**src/rtl/vga_pattern_scheduler.sv**
```systemverilog
// Frame-synchronous pattern-select sequencer for the colour-bar generator.
// Latency: frame_start 1 clk after the raster reaches (0,0); pattern_sel/pattern_changed 1 clk after frame_start.
// Backpressure: none; manual requests are queued in a single pending slot and applied at the next boundary.
module vga_pattern_scheduler #(
  parameter int NUM_PATTERNS = 5,
  parameter int DWELL_FRAMES = 60,
  parameter int H_W          = 11,
  parameter int V_W          = 10
) (
  input  logic           clk,
  input  logic           rst,
  input  logic [H_W-1:0] hcount,
  input  logic [V_W-1:0] vcount,
  input  logic           auto_en,
  input  logic           step,
  input  logic           load,
  input  logic [2:0]     manual_sel,
  output logic [2:0]     pattern_sel,
  output logic           frame_start,
  output logic           pattern_changed,
  output logic           pending,
  output logic           auto_mode,
  output logic [15:0]    frame_cnt
);

  typedef enum logic [1:0] {
    WAIT_SYNC  = 2'd0,
    RUN_MANUAL = 2'd1,
    RUN_AUTO   = 2'd2
  } state_t;

  localparam logic [2:0]  LAST_PAT   = 3'(NUM_PATTERNS - 1);
  localparam logic [15:0] LAST_DWELL = 16'(DWELL_FRAMES - 1);

  state_t      state_q, state_d;
  logic [2:0]  pattern_q, pattern_d;
  logic [2:0]  pend_sel_q, pend_sel_d;
  logic        pending_q, pending_d;
  logic [15:0] dwell_q, dwell_d;
  logic [15:0] frame_cnt_q;
  logic        at_origin_q;
  logic        frame_start_q;
  logic        changed_q;
  logic        auto_mode_q;
  logic        step_q;
  logic        load_q;

  logic        at_origin;
  logic        step_edge;
  logic        load_edge;
  logic [2:0]  step_base;

  // Advance one pattern, wrapping the last valid pattern back to 0.
  function automatic logic [2:0] next_pat(input logic [2:0] p);
    return (p >= LAST_PAT) ? 3'd0 : p + 3'd1;
  endfunction

  assign at_origin = (hcount == '0) && (vcount == '0);
  assign step_edge = step & ~step_q;
  assign load_edge = load & ~load_q;

  // Next-state: mode tracking, auto dwell counting and manual request queueing.
  always_comb begin
    state_d    = state_q;
    pattern_d  = pattern_q;
    pend_sel_d = pend_sel_q;
    pending_d  = pending_q;
    dwell_d    = dwell_q;
    // A step stacks on top of whatever is queued; if the queue is being
    // applied this same clk the result is identical, so the request lands
    // on the following boundary.
    step_base  = pending_q ? pend_sel_q : pattern_q;
    case (state_q)
      WAIT_SYNC: begin
        pattern_d = 3'd0;
        dwell_d   = 16'd0;
        if (frame_start_q) begin
          state_d = auto_en ? RUN_AUTO : RUN_MANUAL;
        end
      end
      RUN_AUTO: begin
        if (!auto_en) begin
          state_d   = RUN_MANUAL;
          dwell_d   = 16'd0;
          pending_d = 1'b0;
        end else if (frame_start_q) begin
          if (dwell_q == LAST_DWELL) begin
            dwell_d   = 16'd0;
            pattern_d = next_pat(pattern_q);
          end else begin
            dwell_d = dwell_q + 16'd1;
          end
        end
      end
      RUN_MANUAL: begin
        if (auto_en) begin
          state_d   = RUN_AUTO;
          dwell_d   = 16'd0;
          pending_d = 1'b0;
        end else begin
          if (frame_start_q && pending_q) begin
            pattern_d = pend_sel_q;
            pending_d = 1'b0;
          end
          if (load_edge) begin
            pend_sel_d = (manual_sel > LAST_PAT) ? 3'd0 : manual_sel;
            pending_d  = 1'b1;
          end else if (step_edge) begin
            pend_sel_d = next_pat(step_base);
            pending_d  = 1'b1;
          end
        end
      end
      default: state_d = WAIT_SYNC;
    endcase
  end

  // State and output registers; reset clears everything immediately.
  always_ff @(posedge clk or posedge rst) begin
    if (rst) begin
      state_q       <= WAIT_SYNC;
      pattern_q     <= 3'd0;
      pend_sel_q    <= 3'd0;
      pending_q     <= 1'b0;
      dwell_q       <= 16'd0;
      frame_cnt_q   <= 16'd0;
      at_origin_q   <= 1'b0;
      frame_start_q <= 1'b0;
      changed_q     <= 1'b0;
      auto_mode_q   <= 1'b0;
      step_q        <= 1'b0;
      load_q        <= 1'b0;
    end else begin
      state_q       <= state_d;
      pattern_q     <= pattern_d;
      pend_sel_q    <= pend_sel_d;
      pending_q     <= pending_d;
      dwell_q       <= dwell_d;
      at_origin_q   <= at_origin;
      // The raster parks on (0,0) for two clks; only the rising edge counts.
      frame_start_q <= at_origin & ~at_origin_q;
      changed_q     <= (pattern_d != pattern_q);
      auto_mode_q   <= (state_d == RUN_AUTO);
      step_q        <= step;
      load_q        <= load;
      if (frame_start_q) begin
        frame_cnt_q <= frame_cnt_q + 16'd1;
      end
    end
  end

  assign pattern_sel     = pattern_q;
  assign frame_start     = frame_start_q;
  assign pattern_changed = changed_q;
  assign pending         = pending_q;
  assign auto_mode       = auto_mode_q;
  assign frame_cnt       = frame_cnt_q;

endmodule

```
**config.mk**
```make
export PLATFORM = sky130hd
export DESIGN_NAME = vga_pattern_scheduler
export DESIGN_NICKNAME = d
export VERILOG_FILES = /design/src/rtl/vga_pattern_scheduler.sv
export SDC_FILE = /design/constraint.sdc
export NUM_CORES = 1
export LEC_CHECK = 0
export BUFFER_PORTS_ARGS = -buffer_cell sky130_fd_sc_hd__buf_2
export CORE_MARGIN = 10
export CORE_UTILIZATION = 49
export DETAILED_ROUTE_END_ITERATION = 10
export GPL_TIMING_DRIVEN = 1
export PLACE_DENSITY = 0.75
export SLEW_MARGIN = 20
export SYNTH_ARGS = -nofsm -noshare
export SYNTH_HDL_FRONTEND = slang
export SYNTH_SLANG_ARGS = --single-unit
export TNS_END_PERCENT = 1
```
**constraint.sdc**
```tcl
create_clock -name clk -period 1.8 [get_ports clk]
set_input_delay 0.36 -clock clk [delete_from_list [all_inputs] [get_ports clk]]
set_output_delay 0.36 -clock clk [all_outputs]
set_load 0.005 [all_outputs]
```
Word-level counts from Yosys, hierarchy flattened --
Index checks and enable logic that the tools add are counted.
Cells by class: reductions and logical operators 11, bitwise operators 7, add/subtract/negate cells 4, multiplexer cells 28, order comparisons 3, equal/unequal tests 9
Operator list (count):
- 16-bit two-way mux | 4
- 16-bit case mux with 3 select lines | 1
- 3-bit two-way mux | 11
- 16-bit by 1-bit adder with 16-bit output (second input constant) | 2
- 16-bit by 6-bit equality test with 1-bit output (second input constant) | 1
- 11-bit zero test | 1
- 10-bit zero test | 1
- 3-bit case mux with 3 select lines | 1
- 3-bit AND reduction | 3
- 2-bit two-way mux | 4
- 3-bit by 1-bit adder with 3-bit output (second input constant) | 2
- 3-bit >= comparator (second input constant) | 2
- 2-bit case mux with 3 select lines | 1
- 1-bit two-way mux | 5
- 5-bit != test (second input constant) | 1
- 2-bit equality test (second input constant) | 2
- 2-bit != test (second input constant) | 2
- 1-bit inverter | 4
- 2-bit nonzero test | 2
- 1-bit AND | 3
- 3-bit > comparator (second input constant) | 1
- 3-bit != test | 1
- 3-bit != test (second input constant) | 1
- 3-bit nonzero test | 1
- other kinds (4) | 5
Storage, ports and cells: output and inout bits 23, word-level logic and storage cells 74, input port bits 29, register bits 47

Longest topological paths before layout --
Gate-level depths: netlist (run 1).
depth after elaboration 7, mapped depth 7, depth with buffers taken out 6

Least setup slack after synthesis (run 1) --
OpenSTA, ideal clock, no wires.
kind register to register, start reg dwell_q[0], end reg dwell_q[15], required time 1.721 ns, clock period less this slack 1.723 ns, library setup time 0.079 ns, stages on the path, launching flop included 7, slack 0.077 ns, arrival 1.644 ns, buffers on the path 0, cell sequence dfrtp_1 -> ha_1 -> nor4b_1 -> and4_4 -> or2_0 -> or3_1 -> mux2i_1
Between the ends: word-level cells in the longest chain between the ends 5, elaborated cells on any way between the ends 6, those cells by class 1 x add/sub; 1 x eq/ne; 4 x mux
Ends and longest elaborated chain:
- start, declared | RTL line 39 | logic [15:0] dwell_q, dwell_d;
- start signal, assigned | RTL line 138 | dwell_q <= dwell_d;
- 16-bit by 1-bit adder with 16-bit output / 16-bit by 6-bit equality test with 1-bit output (equally long branches) | RTL line 91, 87
- 16-bit two-way mux * | RTL line 87 | if (dwell_q == LAST_DWELL) begin
- 16-bit two-way mux * | RTL line 86 | end else if (frame_start_q) begin
- 16-bit two-way mux * | RTL line 82 | if (!auto_en) begin
- 16-bit case mux with 3 select lines * | RTL line 73 | case (state_q)
Mark *: on every way between the ends. The rest lies on a longest branch, timed or not. The select of a mux whose other input is x is not followed. A chain may end at the register's enable or synchronous reset.

Worst setup path after layout (run 1) --
start reg dwell_q[1], end reg changed_q, in the netlist pattern_changed
Between the ends: word-level cells in the longest chain between the ends 6
Ends and longest elaborated chain:
- 16-bit by 6-bit equality test with 1-bit output | RTL line 87
- 3-bit two-way mux | RTL line 87
- 3-bit two-way mux | RTL line 86
- 3-bit two-way mux | RTL line 82
- 3-bit case mux with 3 select lines | RTL line 73
- 3-bit != test | RTL line 142 | changed_q <= (pattern_d != pattern_q);
- end signal, assigned | RTL line 142
- end, declared | RTL line 43 | logic changed_q;
No other way between the ends.

==> results.toml, run 1 <==
[logic_synthesis]
synth_flop_cell = "sky130_fd_sc_hd__dfrtp_1"
synth.yosys.seq_area_share_pct = 46.8
ys_async_sr_fraction_pct = 100
synth.yosys.warnings = 0
synth_fp_nets = 302
synthesized_netlist_cell_count = 267
yosysMostFrequentCell = "sky130_fd_sc_hd__dfrtp_1"
netlist_top_cells_count = "sky130_fd_sc_hd__dfrtp_1, sky130_fd_sc_hd__nand2_1, sky130_fd_sc_hd__o21ai_0, sky130_fd_sc_hd__nor2_1, sky130_fd_sc_hd__nand4_1"
netlist-cell-type-count = 50
post_synthesis_average_cell_area_um2 = 9.41
synthDominantAreaCellType = "sky130_fd_sc_hd__dfrtp_1"
synth_top_cells_by_area = "sky130_fd_sc_hd__dfrtp_1, sky130_fd_sc_hd__o21ai_0, sky130_fd_sc_hd__nand2_1"
share_of_yosys_cell_area_claimed_by_the_top_area_cell_type_pct = 46.8
register_bit_count_reported_by_yosys = 47
post_synth_instance_area_um2 = 2510
synth_edf_count = 0

[floorplanning]
die_height_um = 91.6
floorplan.initialDensity_pct = 49.8
floorplan.rows = 26
ios = 52
die_width_um = 91.6
fp.coreArea_um2 = 5040
floorplan.die_area_um2 = 8390

[worst_setup_path]
timing.critical_path.cells = "ha_1 -> nor4b_2 -> and4_4 -> a311oi_1 -> o221ai_1"
critPathLaunchType = "flip-flop"
timing.setup.critical_path_class = "reg -> reg"
path_buf_inv = 0
cp.required_ns = 1.96
timing.critical_path.slowest_stage_cell = "sky130_fd_sc_hd__a311oi_1"
worst_ep_arrival_time_ns = 1.96
timing.critical_path.fanout_max = 7
cp_top_family = "compound AO/OA/AOI/OAI gates"
worst_path_largest_cell_delay_ns = 0.48
crit_path_end_kind = "flip-flop"

[finish]
multi_input_area_um2 = 1260
finish.net_count = 373
drive_gt1_share_pct = 26.8
antenna-diode-count = 0
final-seq-area_um2 = 1180
fill_cell_instance_count_of_the_final_layout = 440
layout-area-overhead-vs-synth_pct = 23.1

[power]
power_leakage_nw = 1.46
powerDensity_nw_per_um2 = 658
netsw_mw = 0.542
power_report.internal_total_mw = 1.49
power.combinational.fraction_pct = 13.1
peakVddDrop_v = 0.000387
power.clock.fraction_pct = 31.5
post-layout-total-power_mw = 2.03
share_seq_of_total_power_pct = 55.4
power.share.switching_pct = 26.6

[clock_tree]
tritoncts = "done"
post-cts-setup-buffer-count = 0
ctsRootBufferMaster = "sky130_fd_sc_hd__clkbuf_8"
clock-sinks = 47
worstSkewPairLatency_ns = 0.30
cts.clk_slew.worst_paths_ns = 0.09
clock_path_buffers = 2
post_cts_hold_buffer_count = 0
cts_htree_levels = 2
cts_made_buffers = 5

[global_routing]
globalRoute.totalOverflow = 0
grt_use_total_pct = 14.4
grt_max_degree = 29
grt_antenna_before_repair = 0
first_global_vias = 2206
grt_pass1_wl_um = 10100

[sta]
transition_time_at_the_pin_with_the_least_slew_margin_ns = 0.494
period_share_pct = 100
slew_violations = 0
hold_violations = 0
fmax_ghz = 0.555
clock_skew_ns = 0.0131
finalWorstPathRequiredPeriod_ns = 1.80
setup_slack_ns = -0.00173
max-slew-margin-rel_pct = 66.9
report.final.setup_viol = 1
rsz0062_at_grt = "yes"

[placement]
final_weighted_congestion_of_routability_driven_global_placement = 0.936
place_ws_ns = 0.0424
place.detailed.hpwl_um = 4610
portBuffers = 51

[outcome]
outcome = "finished with violations"
violations = "setup timing"

[drt]
drt_pass1_iterations = 4
totalWireLength_um = 5900
avgViaCountPerCell = 5.48
ant_nets = 0
drtIter0Drc = 124
drt-wirelength-per-cell_um = 14.4
dr_vias = 2241
drcViolationCount = 0

[flow_run]
drv.max_cap_violation_count = 0

[min_path]
worstHoldPathType = "in -> async"
layout by cell type (no fill, tap or decap), types with 4 or more instances in the layout:
master	instances
sky130_fd_sc_hd__or3_1	4
sky130_fd_sc_hd__xnor2_1	12
sky130_fd_sc_hd__nand2_1	29
sky130_fd_sc_hd__nor3b_1	5
sky130_fd_sc_hd__nand4_1	13
sky130_fd_sc_hd__buf_2	51
sky130_fd_sc_hd__nand2b_1	5
sky130_fd_sc_hd__nand3_1	4
sky130_fd_sc_hd__buf_4	21
sky130_fd_sc_hd__a211oi_1	4
sky130_fd_sc_hd__nor2_1	19
sky130_fd_sc_hd__xor2_1	5
sky130_fd_sc_hd__clkbuf_8	5
sky130_fd_sc_hd__a31oi_1	4
sky130_fd_sc_hd__nor3_1	8
sky130_fd_sc_hd__o21ai_0	23
sky130_fd_sc_hd__a21oi_1	10
sky130_fd_sc_hd__nor4_1	6
sky130_fd_sc_hd__ha_1	6
sky130_fd_sc_hd__inv_1	10
sky130_fd_sc_hd__dfrtp_1	47
sky130_fd_sc_hd__and3_1	5
cells by family (layout without fill, tap and decap cells):
group	Yosys count	count (layout)	synth area share (%)
AO/OA/AOI/OAI	58	58	14.4
XOR/XNOR	17	17	5.93
adder cells (fa/ha/maj)	6	6	2.99
buffers and inverters	20	92	3.54
flip-flops	47	47	46.8
multiplexers	4	4	1.64
AND/OR/NAND/NOR	115	115	24.7
flip-flops by register name (all words and copies together), names as in the netlist:
name and cells:
auto_mode 1, pattern_changed 1, load_q 1, pending 1, frame_start 1, dwell_q 16, state_q 2, step_q 1
pend_sel_q 3, at_origin_q 1, frame_cnt 16, pattern_sel 3
power groups by stage:
stage	Combinational (mW)	Clock [mW]	Sequential (mW)
detailed placement	0.265	0	1.15
finish	0.266	0.642	1.13
CTS	0.266	0.668	1.13
floorplan	0.161	0	1.14
global route	0.297	0.708	1.13
global placement	0.261	0	1.15
metal layers:
layer / GRT usage [%] / part of all wire, % / vias to the layer above
li1: - / - / 1103
met1: 17.2 / 43 / 1057
met2: 23.6 / 49 / 73
met3: 4.69 / 6.9 / 8
met4: 5.35 / 1.6 / 0
met5: 0 / 0 / -
worst paths after layout:
kind | startpoint | to | slack, ns | depth (start not counted)
max | dwell_q[1] | pattern_changed | -0.002 | 5
max reg2reg | dwell_q[1] | pattern_changed | -0.002 | 5
min reg2reg | at_origin_q | frame_start | 0.40 | 1
min | rst | auto_mode | 0.05 | 2
min in group clk | step | step_q | 0.17 | 1
max in group asynchronous | rst | dwell_q[12] | 1.25 | 3
cell type report:
cell class / instances / area share, %
clock inverters: 2 / 0.567
multi-input cells: 200 / 40.9
flip-flops and latches: 47 / 38.0
clock buffers: 6 / 2.35
well taps: 70 / 2.83
repair buffers: 73 / 14.0
inverters: 11 / 1.34
what timing repair did:
| action | 4_1_cts | 5_1_grt |
|---|---|---|
| hold endpoints to repair | 0 | 0 |
| setup endpoints to repair | 0 | 20 |
| resized for setup | 0 | 5 |
metrics by stage:
step / area [um2] / TNS (ns) / hold slack (ns) / std cells / util (%)
floorplan: 2510 / 0 / 0.378 / 267 / -
global placement: 2990 / 0 / 0.384 / 401 / 59.2
detailed placement: 2990 / 0 / 0.392 / 401 / 59.2
CTS: 3080 / 0 / 0.0592 / 409 / 61.0
global route: 3090 / -0.435 / 0.0776 / 409 / 61.3
finish: 3090 / -0.00173 / 0.0544 / 409 / 61.3
No activity file was read; power rests on OpenSTA's default activity.
==> inputs of run 2 (changes only) <==
--- a/config.mk
+++ b/config.mk
@@ -5,12 +5,14 @@
 export SDC_FILE = /design/constraint.sdc
 export NUM_CORES = 1
 export LEC_CHECK = 0
+export ABC_AREA = 1
 export BUFFER_PORTS_ARGS = -buffer_cell sky130_fd_sc_hd__buf_2
 export CORE_MARGIN = 10
-export CORE_UTILIZATION = 49
+export CORE_UTILIZATION = 50
+export CTS_CLUSTER_DIAMETER = 200
 export DETAILED_ROUTE_END_ITERATION = 10
 export GPL_TIMING_DRIVEN = 1
-export PLACE_DENSITY = 0.75
+export PLACE_DENSITY = 0.76
 export SLEW_MARGIN = 20
 export SYNTH_ARGS = -nofsm -noshare
 export SYNTH_HDL_FRONTEND = slang
==> run 2 against run 1 <==
The flow now finishes without violations. Highest routed layer unchanged. Core utilization up 0.83 points. Area after synthesis up 6.9%. Setup slack better by 0.14 ns. Die area up 3.7%.
==> results.toml, run 2 <==
[finish]
fin_util_pct = 62.1
drive_gt1_share_pct = 24.0
leading_cell_type_in_the_layout_fill_and_taps_excluded = "sky130_fd_sc_hd__nand2_1"
layout-area-overhead-vs-synth_pct = 19.7
finish.net_count = 435
post-route-cell-area_um2 = 3210
antenna-diode-count = 0
layout.cells.most_common_list = "sky130_fd_sc_hd__nand2_1, sky130_fd_sc_hd__buf_2, sky130_fd_sc_hd__inv_1"

[power]
netsw_mw = 0.539
power.share.switching_pct = 25.4
power_leakage_nw = 1.60
power_report.internal_total_mw = 1.58
share_seq_of_total_power_pct = 52.8
powerDensity_nw_per_um2 = 661
power.combinational.fraction_pct = 10.9
power.clock.fraction_pct = 36.3
peakVddDrop_v = 0.000341

[global_routing]
grt_max_degree = 30
grt_pass1_wl_um = 10400
first_global_vias = 2405
grt_use_total_pct = 14.2
grt_antenna_before_repair = 0
globalRoute.totalOverflow = 0

[outcome]
outcome = "completed"

[clock_tree]
post_cts_hold_buffer_count = 0
cts.clk_slew.worst_paths_ns = 0.09
worstSkewPairLatency_ns = 0.30
tritoncts = "done"
ctsRootBufferMaster = "sky130_fd_sc_hd__clkbuf_8"
cts_htree_levels = 2
clock_path_buffers = 2
cts_made_buffers = 5
clock-sinks = 47

[worst_setup_path]
timing.setup.critical_path_class = "reg -> reg"
timing.critical_path.slowest_stage_cell = "sky130_fd_sc_hd__dfrtp_1"
timing.critical_path.fanout_max = 4
critPathLaunchType = "flip-flop"
worst_r2r_endpoint = "dwell_q[12]"
worst_path_largest_cell_delay_ns = 0.43
crit_path_end_kind = "flip-flop"
ff2ff_setup_slack_ns = 0.14
ff2ff_path_depth = 10
timing.critical_path.cells = "ha_4 -> nand2_2 -> nor2_2 -> nand2_2 -> nor2_4 -> nand2_1 -> nor2_4 -> nand2_1 -> xor2_1 -> o22ai_2"
cp.required_ns = 1.99
worst_ep_arrival_time_ns = 1.85
regToRegStartpoint = "dwell_q[1]"

[placement]
detailed_place.area_um2 = 3060
final_weighted_congestion_of_routability_driven_global_placement = 0.959
portBuffers = 51
place.detailed.hpwl_um = 4740

[logic_synthesis]
netlist_top_cells_count = "sky130_fd_sc_hd__nand2_1, sky130_fd_sc_hd__inv_1, sky130_fd_sc_hd__dfrtp_1, sky130_fd_sc_hd__nor2_1, sky130_fd_sc_hd__nand3_1"
synth_edf_count = 0
post_synthesis_average_cell_area_um2 = 7.92
synth_top_cells_by_area = "sky130_fd_sc_hd__dfrtp_1, sky130_fd_sc_hd__nand2_1, sky130_fd_sc_hd__inv_1"
register_bit_count_reported_by_yosys = 47
synth.yosys.warnings = 0
share_of_yosys_cell_area_claimed_by_the_top_area_cell_type_pct = 43.8
synth.yosys.seq_area_share_pct = 43.8
netlist-cell-type-count = 37
yosysMostFrequentCell = "sky130_fd_sc_hd__nand2_1"
post_synth_instance_area_um2 = 2690
synth_flop_cell = "sky130_fd_sc_hd__dfrtp_1"
synth_fp_nets = 374
synthesized_netlist_cell_count = 339
synthDominantAreaCellType = "sky130_fd_sc_hd__dfrtp_1"
ys_async_sr_fraction_pct = 100

[floorplanning]
fp.coreArea_um2 = 5170
die_width_um = 93.3
ios = 52
floorplan.die_area_um2 = 8700
die_height_um = 93.3
floorplan.rows = 26
floorplan.initialDensity_pct = 51.9

[sta]
transition_time_at_the_pin_with_the_least_slew_margin_ns = 0.417
report.final.setup_viol = 0
period_share_pct = 92.5
slew_violations = 0
finalWorstPathRequiredPeriod_ns = 1.66
max-slew-margin-rel_pct = 72.2
fmax_ghz = 0.601
final.setup.tns_ns = 0
hold_violations = 0
clock_skew_ns = 0.00547

[drt]
drtIter0Drc = 115
drcViolationCount = 0
dr_vias = 2446
drt_pass1_iterations = 4
totalWireLength_um = 6120
drt-wirelength-per-cell_um = 13.0
avgViaCountPerCell = 5.20
ant_nets = 0

[min_path]
worstHoldPathType = "in -> async"

[flow_run]
drv.max_cap_violation_count = 0
-- run 2: changes by cell type after synthesis, moves of 6 or more --
cell                      before  now
sky130_fd_sc_hd__inv_1        11   49
sky130_fd_sc_hd__nand2_1      30   65
sky130_fd_sc_hd__nor2_1       20   36
sky130_fd_sc_hd__o21ai_0      23    7
sky130_fd_sc_hd__nand3_1       4   18
sky130_fd_sc_hd__xor2_1        5   14
sky130_fd_sc_hd__nor2_2        0    7
sky130_fd_sc_hd__nor3_1        8   15
sky130_fd_sc_hd__o21ai_1       0    7
sky130_fd_sc_hd__xnor2_1      12    5
sky130_fd_sc_hd__inv_2         0    6
-- run 2: how the worst max path moves through the flow --
stage	startpoint	end	slack [ns]	depth (start not counted)
final	dwell_q[1]	dwell_q[12]	0.14	10
after floorplan	dwell_q[0]	dwell_q[12]	0.25	10
after CTS	dwell_q[0]	dwell_q[8]	0.03	10
after global placement	dwell_q[0]	dwell_q[5]	0.13	10
after detailed placement	dwell_q[0]	dwell_q[8]	0.05	10
after global routing	dwell_q[1]	dwell_q[13]	-0.03	10
-- run 2: worst max-delay path: cells and delay by family (launching register included) --
family          cells  cell delay (ns)
xor+xnor            1             0.17
compound gates      1             0.08
flops               1             0.43
fa+ha+maj           1             0.17
simple gates        7             0.70
-- run 2: power groups by stage --
stage	combinational, mW	sequential (mW)	clock [mW]
6_report	0.232	1.12	0.771
5_1_grt	0.266	1.13	0.826
4_1_cts	0.231	1.12	0.785
3_5_place_dp	0.230	1.14	0
3_3_place_gp	0.223	1.14	0
2_1_floorplan	0.146	1.14	0
-- run 2: what timing repair did --
action | CTS | global route
endpoints found under the setup margin | 0 | 15
buffers inserted | 0 | 2
gates resized for setup | 0 | 8
-- run 2: cell type report --
class / count / area (um2)
well taps: 70 / 87.6
multi-input cells: 232 / 1310
clock inverters: 2 / 37.5
inverters: 56 / 213
flip-flops and latches: 47 / 1180
repair buffers: 58 / 320
clock buffers: 5 / 68.8
fillers: 440 / 1960
-- run 2: layer usage --
layer / vias up / global-route usage, % / wire length [um]
met5: - / 0 / 0
met4: 0 / 3.47 / 80
met3: 10 / 4.48 / 410
met2: 77 / 22.4 / 2760
met1: 1137 / 18.4 / 2880
li1: 1222 / - / -
-- run 2: logic make-up after synthesis --
family	count (synthesis)	synth area share (%)
AND/OR/NAND/NOR	170	29.9
buffers and inverters	60	8.71
flip-flops	47	43.8
AO/OA/AOI/OAI	37	8.62
XOR/XNOR	19	6.19
adder cells (fa/ha/maj)	6	2.79
-- run 2: per-stage QoR --
step	power [mW]	std cells	worst slack [ns]	hold WS, ns
floorplan	1.28	339	0.247	0.386
global placement	1.36	461	0.131	0.378
detailed placement	1.37	461	0.0515	0.388
CTS	2.14	468	0.0293	0.0601
global route	2.22	470	-0.0297	0.0691
finish	2.12	470	0.136	0.0388
